**config.mk**
```make
export PLATFORM = sky130hd
export DESIGN_NAME = bno055_poll_ctrl
export DESIGN_NICKNAME = d
export VERILOG_FILES = /design/src/rtl/bno055_poll_ctrl.sv
export SDC_FILE = /design/constraint.sdc
export NUM_CORES = 1
export LEC_CHECK = 0
export ABC_CLOCK_PERIOD_IN_PS = 10200
export BUFFER_PORTS_ARGS = -buffer_cell sky130_fd_sc_hd__buf_4
export CAP_MARGIN = 25
export CORE_ASPECT_RATIO = 0.9
export CORE_UTILIZATION = 52
export DETAILED_ROUTE_END_ITERATION = 8
export GPL_ROUTABILITY_DRIVEN = 0
export PLACE_DENSITY = 0.74
export SETUP_SLACK_MARGIN = 0.15
export SYNTH_ARGS = -nofsm -noshare
export SYNTH_HDL_FRONTEND = slang
export SYNTH_SLANG_ARGS = --single-unit
export TNS_END_PERCENT = 10
```
**constraint.sdc**
```tcl
create_clock -name i_clk -period 10.2 [get_ports i_clk]
set_input_delay 2.04 -clock i_clk [delete_from_list [all_inputs] [get_ports i_clk]]
set_output_delay 2.04 -clock i_clk [all_outputs]
set_load 0.1 [all_outputs]
```
**src/rtl/bno055_poll_ctrl.sv**
```systemverilog
// bno055_poll_ctrl: sequencer in front of a single-register BNO055 I2C read
// engine. After boot it checks CHIP_ID, then on every poll tick reads the six
// Euler bytes one register per transaction and publishes heading/roll/pitch
// together with a one-cycle valid pulse.
//
// Handshake with the read engine: o_read_start is a one-cycle request that is
// raised together with a stable o_reg_addr; exactly one request is outstanding
// until i_read_done (one cycle, qualified by i_read_data) or the timeout ends
// it. i_read_done arriving in any other state is ignored.
module bno055_poll_ctrl #(
    parameter int unsigned BOOT_CYCLES    = 20000000,
    parameter int unsigned POLL_CYCLES    = 250000,
    parameter int unsigned TIMEOUT_CYCLES = 500000,
    parameter logic [7:0]  CHIP_ID        = 8'hA0
) (
    input  logic        i_clk,
    input  logic        i_rst,
    input  logic        i_enable,
    output logic [7:0]  o_reg_addr,
    output logic        o_read_start,
    input  logic [7:0]  i_read_data,
    input  logic        i_read_done,
    output logic [15:0] o_heading,
    output logic [15:0] o_roll,
    output logic [15:0] o_pitch,
    output logic        o_valid,
    output logic        o_chip_ok,
    output logic [7:0]  o_err_cnt
);

    localparam logic [31:0] BOOT_LAST    = 32'(BOOT_CYCLES - 1);
    localparam logic [31:0] POLL_LAST    = 32'(POLL_CYCLES - 1);
    localparam logic [31:0] TIMEOUT_LAST = 32'(TIMEOUT_CYCLES - 1);
    localparam logic [7:0]  EULER_BASE   = 8'h1A;

    typedef enum logic [2:0] {
        S_BOOT,
        S_ID_REQ,
        S_ID_WAIT,
        S_ID_HOLD,
        S_IDLE,
        S_REQ,
        S_WAIT,
        S_PUBLISH
    } state_t;

    state_t      state_q, state_d;
    logic [31:0] boot_cnt_q, boot_cnt_d;
    logic [31:0] poll_cnt_q, poll_cnt_d;
    logic [31:0] to_cnt_q, to_cnt_d;
    logic        tick_q, tick_d;
    logic [2:0]  idx_q, idx_d;
    // Bytes 0x1A..0x1E; the last byte (0x1F) goes straight into o_pitch.
    logic [4:0][7:0] shadow_q, shadow_d;
    logic [7:0]  reg_addr_q, reg_addr_d;
    logic        read_start_q, read_start_d;
    logic [15:0] heading_q, heading_d;
    logic [15:0] roll_q, roll_d;
    logic [15:0] pitch_q, pitch_d;
    logic        valid_q, valid_d;
    logic        chip_ok_q, chip_ok_d;
    logic [7:0]  err_cnt_q, err_cnt_d;
    logic        poll_wrap;
    logic        tick_clr;
    logic        err_inc;

    // Free-running poll period counter; its wrap raises the poll tick.
    always_comb begin
        poll_wrap  = (poll_cnt_q == POLL_LAST);
        poll_cnt_d = poll_wrap ? 32'd0 : poll_cnt_q + 32'd1;
    end

    // Next-state and output logic of the polling FSM.
    always_comb begin
        state_d      = state_q;
        boot_cnt_d   = boot_cnt_q;
        to_cnt_d     = to_cnt_q;
        idx_d        = idx_q;
        shadow_d     = shadow_q;
        reg_addr_d   = reg_addr_q;
        read_start_d = 1'b0;
        heading_d    = heading_q;
        roll_d       = roll_q;
        pitch_d      = pitch_q;
        valid_d      = 1'b0;
        chip_ok_d    = chip_ok_q;
        tick_clr     = 1'b0;
        err_inc      = 1'b0;

        case (state_q)
            S_BOOT: begin
                if (boot_cnt_q == BOOT_LAST) begin
                    state_d = S_ID_REQ;
                end else begin
                    boot_cnt_d = boot_cnt_q + 32'd1;
                end
            end
            S_ID_REQ: begin
                reg_addr_d   = 8'h00;
                read_start_d = 1'b1;
                to_cnt_d     = 32'd0;
                state_d      = S_ID_WAIT;
            end
            S_ID_WAIT: begin
                // A done in the timeout cycle still counts as a completion.
                if (i_read_done) begin
                    chip_ok_d = (i_read_data == CHIP_ID);
                    if (i_read_data == CHIP_ID) begin
                        state_d = S_IDLE;
                    end else begin
                        err_inc = 1'b1;
                        state_d = S_ID_HOLD;
                    end
                end else if (to_cnt_q == TIMEOUT_LAST) begin
                    chip_ok_d = 1'b0;
                    err_inc   = 1'b1;
                    state_d   = S_ID_HOLD;
                end else begin
                    to_cnt_d = to_cnt_q + 32'd1;
                end
            end
            S_ID_HOLD: begin
                // Retry the identity check once per poll period.
                if (tick_q) begin
                    tick_clr = 1'b1;
                    state_d  = S_ID_REQ;
                end
            end
            S_IDLE: begin
                if (tick_q && i_enable) begin
                    idx_d    = 3'd0;
                    tick_clr = 1'b1;
                    state_d  = S_REQ;
                end
            end
            S_REQ: begin
                reg_addr_d   = EULER_BASE + {5'd0, idx_q};
                read_start_d = 1'b1;
                to_cnt_d     = 32'd0;
                state_d      = S_WAIT;
            end
            S_WAIT: begin
                if (i_read_done) begin
                    if (idx_q == 3'd5) begin
                        // Load all three words together with the valid pulse.
                        heading_d = {shadow_q[1], shadow_q[0]};
                        roll_d    = {shadow_q[3], shadow_q[2]};
                        pitch_d   = {i_read_data, shadow_q[4]};
                        valid_d   = 1'b1;
                        state_d   = S_PUBLISH;
                    end else begin
                        shadow_d[idx_q] = i_read_data;
                        idx_d           = idx_q + 3'd1;
                        tick_clr        = 1'b1;
                        state_d         = S_REQ;
                    end
                end else if (to_cnt_q == TIMEOUT_LAST) begin
                    // Partial frame is dropped; published words stay as they were.
                    err_inc = 1'b1;
                    state_d = S_IDLE;
                end else begin
                    to_cnt_d = to_cnt_q + 32'd1;
                end
            end
            S_PUBLISH: begin
                state_d = S_IDLE;
            end
            default: begin
                state_d = S_BOOT;
            end
        endcase

        // A wrap in the same cycle as a clear leaves the tick pending.
        tick_d    = (tick_q & ~tick_clr) | poll_wrap;
        err_cnt_d = (err_inc && (err_cnt_q != 8'hFF)) ? err_cnt_q + 8'd1 : err_cnt_q;
    end

    // State and output registers, cleared asynchronously.
    always_ff @(posedge i_clk or posedge i_rst) begin
        if (i_rst) begin
            state_q      <= S_BOOT;
            boot_cnt_q   <= 32'd0;
            poll_cnt_q   <= 32'd0;
            to_cnt_q     <= 32'd0;
            tick_q       <= 1'b0;
            idx_q        <= 3'd0;
            shadow_q     <= '0;
            reg_addr_q   <= 8'h00;
            read_start_q <= 1'b0;
            heading_q    <= 16'h0000;
            roll_q       <= 16'h0000;
            pitch_q      <= 16'h0000;
            valid_q      <= 1'b0;
            chip_ok_q    <= 1'b0;
            err_cnt_q    <= 8'h00;
        end else begin
            state_q      <= state_d;
            boot_cnt_q   <= boot_cnt_d;
            poll_cnt_q   <= poll_cnt_d;
            to_cnt_q     <= to_cnt_d;
            tick_q       <= tick_d;
            idx_q        <= idx_d;
            shadow_q     <= shadow_d;
            reg_addr_q   <= reg_addr_d;
            read_start_q <= read_start_d;
            heading_q    <= heading_d;
            roll_q       <= roll_d;
            pitch_q      <= pitch_d;
            valid_q      <= valid_d;
            chip_ok_q    <= chip_ok_d;
            err_cnt_q    <= err_cnt_d;
        end
    end

    assign o_reg_addr   = reg_addr_q;
    assign o_read_start = read_start_q;
    assign o_heading    = heading_q;
    assign o_roll       = roll_q;
    assign o_pitch      = pitch_q;
    assign o_valid      = valid_q;
    assign o_chip_ok    = chip_ok_q;
    assign o_err_cnt    = err_cnt_q;

endmodule

```
==> results.sh, run 1 <==
export IMPL_wl_met2_mm=9.28
export IMPL_reg2regPathDepth=6
export IMPL_total_power_uw=1650
export IMPL_clk_latency_ps=510
export IMPL_nets=869
export IMPL_grt_usage=0.221
export IMPL_hold_path_class="flip-flop to flip-flop"
export IMPL_hpwlAfterDp_mm=12.6
export IMPL_cts_sinks=207
export IMPL_rows=45
export IMPL_final_antenna_net_count=0
export IMPL_pwr_density_cell_nw_per_um2=155
export IMPL_outcome="complete, no violations"
export IMPL_yosysWarnings=0
export IMPL_hold_viol_final=0
export IMPL_worst_r2r_setup_slack_ps=7550
export IMPL_numCtsBuffers=22
export IMPL_p_int_uw=1300
export IMPL_place_area_sq_um=9880
export IMPL_dr_pass1_iters=5
export IMPL_io_pins=79
export IMPL_timing_fmax_mhz=287
export IMPL_endpoint="to_cnt_q[30]"
export IMPL_grt_max_degree=159
export IMPL_fp_dieW_um=141
export IMPL_layout_commonest_cell="dfrtp_1"
export IMPL_syn_avg_cell_area_sq_um=11.9
export IMPL_htreeDepth=1
export IMPL_clock_skew_ps=12.4
export IMPL_cts_resized_gates=0
export IMPL_crit_start="i_read_done"
export IMPL_cts_clk_slew_worst_paths_ps=60
export IMPL_clkPwrFrac=0.483
export IMPL_synth_distinct_cells=51
export IMPL_first_global_vias=6481
export IMPL_critPathKind="input port to flip-flop"
export IMPL_rsz0062_at_grt="no"
export IMPL_dr_total_vias=6178
export IMPL_layout_drive_gt1_share=0.259
export IMPL_comb_power_share=0.018
export IMPL_min_from="o_reg_addr[2]"
export IMPL_io_buffer_count=76
export IMPL_cp_end_kind="flip-flop"
export IMPL_remaining_drc_errors=0
export IMPL_fin_crit_sh=0.341
export IMPL_layout_common_cells="207 x dfrtp_1, 89 x mux2_2, 79 x buf_4"
export IMPL_worstReg2RegStart="to_cnt_q[20]"
export IMPL_initial_core_util=0.535
export IMPL_viasPerCell=5.64
export IMPL_design_area_sq_um=10700
export IMPL_start_kind="input port"
export IMPL_area_growth_syn_to_layout_pct=17.1
export IMPL_seqPwrFrac=0.499
export IMPL_diodes=0
export IMPL_critical_path_arrival_ps=3900
export IMPL_root_buffer="clkbuf_16"
export IMPL_synthCells=764
export IMPL_drtIter0Drc=366
export IMPL_max_cap_violations=0
export IMPL_routed_wl_mm=19.0
export IMPL_postCtsSetupRepairBufs=0
export IMPL_leakage_uw=0.00525
export IMPL_synth_edf_count=0
export IMPL_grt_pass1_wl_mm=32.1
export IMPL_overflow=0
export IMPL_wl_met3_um=945
export IMPL_async_flop_share=1.00
export IMPL_ys_seq_area_frac=0.570
export IMPL_setup_viol=0
export IMPL_slew_headroom=0.325
export IMPL_fin_tns_setup_ps=0
export IMPL_rr_endpoint="to_cnt_q[30]"
export IMPL_wl_per_cell_um=17.3
export IMPL_met1_length_mm=8.24
export IMPL_antenna_found_initial=0
export IMPL_vdd_drop_max_uv=105
export IMPL_p_sw_frac=0.208
export IMPL_hold_buffers=0
export IMPL_highest_layer="met4"
export IMPL_die_h_um=127
export IMPL_clk_path_buf_depth=3
export IMPL_cts_tree="done"
export IMPL_synth_seq_cells=207
export IMPL_fin_crit_ps=3480
export IMPL_cp_max_fo=11
export IMPL_syn_area_sq_um=9090
export IMPL_tightest_slew_ps=1000
export IMPL_p_switching_uw=342
export IMPL_synth_main_ff_cell="dfrtp_1"
export IMPL_design_die_area_sq_um=18000
export IMPL_fp_coreArea_sq_um=17000
export IMPL_slew_viol_final=0
export IMPL_cp_required_ps=10620
[area by class of cell]
type	instances	area (sq um)
clock buffers	31	664
fillers	1329	6350
multi-input cells	522	3750
flip-flops and latches	207	5180
repair buffers	81	626
well taps	235	294
inverters	13	56.3
clock inverters	7	76.3
[sequential cells by signal (all words and copies together) (netlist names), 5 cells and up]
name	cells
boot_cnt_q	32
o_err_cnt	8
o_heading	16
o_pitch	16
o_reg_addr	5
o_roll	16
poll_cnt_q	32
shadow_q	40
to_cnt_q	32
[power groups by stage]
stage          registers (uW)  logic, uW  clock network, uW
2_1_floorplan             837       16.6                  0
3_3_place_gp              836       28.7                  0
3_5_place_dp              836       29.7                  0
4_1_cts                   821       29.8                815
5_1_grt                   821       33.9                844
6_report                  821       29.6                796
[critical path: stages]
cell,delay [ps]
buf_4,150
or3b_2,590
nor3_2,650
nand4_1,240
mux2i_1,220
[metrics by stage]
stage / hold WS [ps] / std cells / utilization / worst slack [ps]
after floorplan: 425 / 765 / - / 2510
after global placement: 436 / 1056 / 0.581 / 6280
after detailed placement: 457 / 1056 / 0.581 / 6190
after CTS: 475 / 1094 / 0.624 / 6720
after global routing: 492 / 1096 / 0.626 / 6620
final: 469 / 1096 / 0.626 / 6720
[cells in the mapped netlist (all sizes together) (2+ instances only)]
cell type	instances	area, sq um
nor2	60	228
and3	15	93.8
ha	10	125
a21oi	3	15.0
or3	2	17.5
dfrtp	207	5180
nand3b	2	15.0
clkbuf	13	48.8
a31oi	3	18.8
nand3	42	210
a41o	2	20.0
nor2b	3	18.8
a221oi	2	17.5
buf	10	72.6
o21ai	10	61.3
and4	7	61.3
xor2	31	272
nor4b	11	96.3
mux2	89	1000
nor3	15	106
xnor2	54	473
mux2i	8	80.1
or2	3	18.8
and2	7	43.8
nor4	14	93.8
nand4	33	206
nand2	71	267
inv	13	48.8
nor3b	3	22.5
o31ai	5	37.5
nand2b	4	25.0
[how the worst min path moves through the flow]
stage	endpoint	cells past startpoint
global route	poll_cnt_q[31]	1
CTS	o_reg_addr[2]	2
finish	o_reg_addr[2]	2
floorplan	poll_cnt_q[0]	1
detailed placement	poll_cnt_q[0]	1
global placement	poll_cnt_q[0]	1
[routing by layer]
layer,global-route usage,vias to the layer above
li1,-,2856
met1,0.287,3134
met2,0.373,147
met3,0.0472,41
met4,0.0734,0
met5,0,-
[logic make-up (layout without fill, tap and decap cells)]
group / count (synthesis) / after routing / share of synthesized area
simple gates: 294 / 294 / 0.169
flops: 207 / 207 / 0.570
mux: 97 / 97 / 0.119
xor+xnor: 85 / 85 / 0.0819
buf+inv: 36 / 132 / 0.0187
compound gates: 34 / 34 / 0.0274
fa+ha+maj: 10 / 10 / 0.0138
other cells: 1 / 2 / 0.000412
Power figures use the tool's default switching activity.
==> run 2: changes to the inputs <==
--- a/config.mk
+++ b/config.mk
@@ -5,7 +5,7 @@
 export SDC_FILE = /design/constraint.sdc
 export NUM_CORES = 1
 export LEC_CHECK = 0
-export ABC_CLOCK_PERIOD_IN_PS = 10200
+export ABC_CLOCK_PERIOD_IN_PS = 3440
 export BUFFER_PORTS_ARGS = -buffer_cell sky130_fd_sc_hd__buf_4
 export CAP_MARGIN = 25
 export CORE_ASPECT_RATIO = 0.9
==> constraint.sdc (replaced) <==
create_clock -name i_clk -period 3.44 [get_ports i_clk]
set_input_delay 0.688 -clock i_clk [delete_from_list [all_inputs] [get_ports i_clk]]
set_output_delay 0.688 -clock i_clk [all_outputs]
set_load 0.1 [all_outputs]
==> run 2 against run 1 <==
Compared with the run above:
- critical path depth increased by 1
- global-route usage about the same
- total power grew to 2.9 times the previous value
- sequential power grew to 3.0 times the previous value
- die area unchanged
- clock skew is 3.9 ps lower
- via count about the same
- worst setup slack got worse by 5900 ps
- flip-flop and latch count did not move
- non-clock buffer count up 3
- cell count up 0.36%
- sequential share of layout area down 0.080 points
- critical path type is now flip-flop to flip-flop
- largest cell class unchanged
- largest power group unchanged
==> results.sh, run 2 (synthesis results as in run 1) <==
export IMPL_slowest_delay_ps=590
export IMPL_design_die_area_sq_um=18000
export IMPL_slew_viol_final=0
export IMPL_setup_viol=0
export IMPL_vdd_drop_max_uv=349
export IMPL_fin_crit_sh=0.766
export IMPL_antenna_found_initial=0
export IMPL_cp_required_ps=3860
export IMPL_htreeDepth=1
export IMPL_initial_core_util=0.535
export IMPL_slew_headroom=0.343
export IMPL_largest_register_ffs=40
export IMPL_io_buffer_count=76
export IMPL_path_cells="or4_1, or3_4, nor3_4, nor3_2, nand4_1, mux2i_1"
export IMPL_crit_buf_inv=0
export IMPL_numCtsBuffers=22
export IMPL_outcome="complete, no violations"
export IMPL_hold_buffers=0
export IMPL_layout_cells_non_filler=1100
export IMPL_routed_wl_mm=19.0
export IMPL_timing_final_ws_setup_ps=804
export IMPL_place_inst=1061
export IMPL_ff_latch_area_sq_um=5180
export IMPL_area_growth_syn_to_layout_pct=17.3
export IMPL_pwr_density_cell_nw_per_um2=453
export IMPL_viasPerCell=5.62
export IMPL_layout_drive_gt1_share=0.255
export IMPL_cts_sinks=207
export IMPL_io_pins=79
export IMPL_crit_slowest_cell="nor3_4"
export IMPL_clk_path_buf_depth=3
export IMPL_tightest_slew_ps=976
export IMPL_wl_per_cell_um=17.3
export IMPL_first_global_vias=6475
export IMPL_place_ws_ps=747
export IMPL_reg2regPathDepth=6
export IMPL_rsz0062_at_grt="no"
export IMPL_nFillCells=1334
export IMPL_grt_usage=0.221
export IMPL_fin_crit_ps=2640
export IMPL_overflow=0
export IMPL_start_kind="flip-flop"
export IMPL_nets=872
export IMPL_worst_r2r_setup_slack_ps=800
export IMPL_cp_max_fo=15
export IMPL_die_h_um=127
export IMPL_hold_viol_final=0
export IMPL_cp_end_kind="flip-flop"
export IMPL_total_power_uw=4840
export IMPL_cts_tree="done"
export IMPL_grt_pass1_wl_mm=32.0
export IMPL_dr_pass1_iters=5
export IMPL_postCtsSetupRepairBufs=0
export IMPL_leakage_uw=0.00525
export IMPL_worstReg2RegStart="to_cnt_q[20]"
export IMPL_diodes=0
export IMPL_rr_endpoint="to_cnt_q[24]"
export IMPL_layout_commonest_cell="dfrtp_1"
export IMPL_timing_fmax_mhz=379
export IMPL_dr_total_vias=6182
export IMPL_grt_max_degree=55
export IMPL_max_cap_violations=0
export IMPL_cts_clk_slew_worst_paths_ps=60
export IMPL_hold_path_class="input port to asynchronous set/reset pin"
export IMPL_multiInputGateArea_sq_um=3750
export IMPL_clk_latency_ps=500
export IMPL_clock_skew_ps=8.58
export IMPL_critical_path_arrival_ps=3050
export IMPL_cts_resized_gates=0
export IMPL_fp_dieW_um=141
export IMPL_critPathKind="flip-flop to flip-flop"
export IMPL_root_buffer="clkbuf_16"
export IMPL_layout_common_cells="207 x dfrtp_1, 89 x mux2_2, 80 x buf_4"
export IMPL_cp_top_family="simple AND/OR/NAND/NOR gates"
export IMPL_drtIter0Drc=266
export IMPL_fin_tns_setup_ps=0
export IMPL_hpwlAfterDp_mm=13.0
export IMPL_fp_coreArea_sq_um=17000
export IMPL_top_register="shadow_q"
export IMPL_rows=45
export IMPL_remaining_drc_errors=0
export IMPL_final_antenna_net_count=0
[run 2: changes by cell type in the layout (fill, tap and decap cells not counted)]
cell,delta
inv_8,-1
clkinv_2,+1
clkinv_8,-1
clkbuf_1,+6
clkbuf_16,+1
buf_16,-1
clkbuf_8,-4
buf_4,+1
clkinvlp_4,-1
buf_2,-1
buf_12,+4
[run 2: worst max-delay path by stage]
stage | to | depth (start not counted) | start
after global placement | to_cnt_q[28] | 5 | i_read_done
after global routing | to_cnt_q[30] | 6 | to_cnt_q[20]
final | to_cnt_q[24] | 6 | to_cnt_q[20]
after CTS | to_cnt_q[24] | 6 | to_cnt_q[20]
after floorplan | boot_cnt_q[0] | 1 | i_rst
after detailed placement | to_cnt_q[28] | 5 | i_read_done
[run 2: cell type report]
| class | instances | area share |
|---|---|---|
| sequential | 207 | 0.486 |
| tap | 235 | 0.0276 |
| inverter | 13 | 0.00493 |
| clock buffer | 34 | 0.0616 |
| clock inverter | 5 | 0.00469 |
| multi-input combinational | 522 | 0.352 |
| timing repair buffer | 84 | 0.0638 |
[run 2: routing by layer]
layer  GRT usage  vias to the layer above  share of wire
met4      0.0633                        0          0.021
li1            -                     2869              -
met5           0                        -              0
met3      0.0562                       32          0.059
met2       0.372                      154           0.49
met1       0.284                     3127           0.43
[run 2: power breakdown]
group	leakage, uW	total (uW)	switching (uW)	internal (uW)
clock network	0.000350	2310	924	1380
logic	0.00208	93.8	73.9	19.8
registers	0.00282	2440	0.0238	2440
[run 2: through the flow]
stage                     instance area [sq um]  hold WS [ps]   util
after floorplan                            9100           425      -
after global placement                     9960           441  0.586
after detailed placement                   9960           456  0.586
after CTS                                 10700           397  0.627
after global routing                      10700           435  0.627
final                                     10700           379  0.627
==> run 3: changes to the inputs <==
--- a/config.mk
+++ b/config.mk
@@ -5,7 +5,7 @@
 export SDC_FILE = /design/constraint.sdc
 export NUM_CORES = 1
 export LEC_CHECK = 0
-export ABC_CLOCK_PERIOD_IN_PS = 3440
+export ABC_CLOCK_PERIOD_IN_PS = 2570
 export BUFFER_PORTS_ARGS = -buffer_cell sky130_fd_sc_hd__buf_4
 export CAP_MARGIN = 25
 export CORE_ASPECT_RATIO = 0.9
==> constraint.sdc (replaced) <==
create_clock -name i_clk -period 2.57 [get_ports i_clk]
set_input_delay 0.514 -clock i_clk [delete_from_list [all_inputs] [get_ports i_clk]]
set_output_delay 0.514 -clock i_clk [all_outputs]
set_load 0.1 [all_outputs]
==> run 3 against run 2 <==
Compared with the run above:
- total power grew 33%
- clock power grew 33%
- via count down 1.3%
- design area is 0.75% higher
- clock-buffer cell count shrank 4
- non-clock buffer count is 8 higher
- largest cell class unchanged
- largest power group unchanged
==> results.sh, run 3 (synthesis results as in run 1) <==
export IMPL_highest_layer="met4"
export IMPL_wl_per_cell_um=16.8
export IMPL_place_inst=1068
export IMPL_nets=880
export IMPL_fin_tns_setup_ps=0
export IMPL_fin_crit_sh=0.872
export IMPL_slowest_delay_ps=450
export IMPL_cts_clk_slew_worst_paths_ps=60
export IMPL_overflow=0
export IMPL_grt_pass1_wl_mm=30.9
export IMPL_viasPerCell=5.52
export IMPL_design_area_sq_um=10700
export IMPL_htreeDepth=1
export IMPL_clock_skew_ps=9.24
export IMPL_root_buffer="clkbuf_16"
export IMPL_numCtsBuffers=22
export IMPL_grt_max_degree=83
export IMPL_layout_commonest_cell="dfrtp_1"
export IMPL_cp_max_fo=7
export IMPL_timing_fmax_mhz=446
export IMPL_top_register="shadow_q"
export IMPL_design_die_area_sq_um=18000
export IMPL_place_ws_ps=209
export IMPL_layout_drive_gt1_share=0.267
export IMPL_fin_hold_ws_ps=56.6
export IMPL_fin_crit_ps=2240
export IMPL_cp_required_ps=2950
export IMPL_remaining_drc_errors=0
export IMPL_rows=45
export IMPL_pwr_density_cell_nw_per_um2=600
export IMPL_io_pins=79
export IMPL_tightest_slew_ps=557
export IMPL_cts_tree="done"
export IMPL_wl_met2_mm=8.93
export IMPL_hold_buffers=0
export IMPL_fp_dieW_um=141
export IMPL_hold_viol_final=0
export IMPL_first_global_vias=6271
export IMPL_final_antenna_net_count=0
export IMPL_max_cap_violations=0
export IMPL_drtIter0Drc=311
export IMPL_grt_usage=0.213
export IMPL_wl_met3_um=948
export IMPL_vdd_drop_max_uv=596
export IMPL_antenna_found_initial=0
export IMPL_setup_viol=0
export IMPL_hpwlAfterDp_mm=12.8
export IMPL_clk_latency_ps=500
export IMPL_dr_total_vias=6102
export IMPL_slew_headroom=0.625
export IMPL_timing_final_ws_setup_ps=328
export IMPL_cts_sinks=207
export IMPL_rsz0062_at_grt="no"
export IMPL_fp_coreArea_sq_um=17000
export IMPL_place_area_sq_um=10000
export IMPL_initial_core_util=0.535
export IMPL_layout_cells_non_filler=1105
export IMPL_layout_common_cells="207 x dfrtp_1, 89 x mux2_2, 87 x buf_4"
export IMPL_dr_pass1_iters=4
export IMPL_diodes=0
export IMPL_critPathKind="flip-flop to flip-flop"
export IMPL_path_cells="nand4_1, nor4_2, nand2_1, nor2_1, a31oi_1, a41o_1"
export IMPL_met1_length_mm=8.32
export IMPL_clk_path_buf_depth=3
export IMPL_die_h_um=127
export IMPL_hold_path_class="input port to asynchronous set/reset pin"
export IMPL_outcome="complete, no violations"
export IMPL_routed_wl_mm=18.6
export IMPL_slew_viol_final=0
export IMPL_leakage_uw=0.00530
export IMPL_crit_slowest_cell="nor2_1"
export IMPL_critical_path_arrival_ps=2630
export IMPL_area_growth_syn_to_layout_pct=18.2
export IMPL_largest_register_ffs=40
export IMPL_start_kind="flip-flop"
export IMPL_io_buffer_count=76
export IMPL_cp_top_family="simple AND/OR/NAND/NOR gates"
export IMPL_crit_buf_inv=0
export IMPL_cp_end_kind="flip-flop"
-- run 3: stage by stage --
step	total power, uW	util
2_1_floorplan	3390	-
3_3_place_gp	3440	0.589
3_5_place_dp	3440	0.589
4_1_cts	6530	0.631
5_1_grt	6650	0.632
6_report	6450	0.632
-- run 3: worst register-to-register path: stages (launching register included) --
cell and delay (ps):
dfrtp_1 440, nand4_1 280, nor4_2 380, nand2_1 180
nor2_1 450, a31oi_1 170, a41o_1 230
-- run 3: power by group --
part	total (uW)	leakage [uW]	switching, uW	internal, uW
sequential	3260	0.00282	0.0303	3260
clock	3070	0.000350	1230	1840
combinational	120	0.00213	96.8	23.3
-- run 3: final cells by class --
cell class | instances | area, sq um
clock buffer | 30 | 641
clock inverter | 6 | 68.8
fill | 1310 | 6260
inverter | 13 | 52.6
multi-input combinational | 522 | 3760
sequential | 207 | 5180
tap | 235 | 294
timing repair buffer | 92 | 753
-- run 3: final timing paths --
kind,depth (start not counted),slack (ps),end,startpoint
setup / recovery,6,330,to_cnt_q[28],to_cnt_q[4]
hold / removal,2,60,o_heading[15],i_rst
setup reg to reg,6,330,to_cnt_q[28],to_cnt_q[4]
hold reg to reg,1,460,poll_cnt_q[0],poll_cnt_q[0]
max in group asynchronous,3,1720,boot_cnt_q[22],i_rst
min in group i_clk,2,310,shadow_q[11],i_read_data[3]
-- run 3: metal layers --
layer	global-route usage	up-vias
li1	-	2868
met1	0.278	3081
met2	0.359	129
met3	0.0506	24
met4	0.0531	0
met5	0	-
-- run 3: repair_timing --
action | CTS | global route
gates resized for setup | 0 | 1
setup endpoints to repair | 0 | 33
buffers inserted | 0 | 1
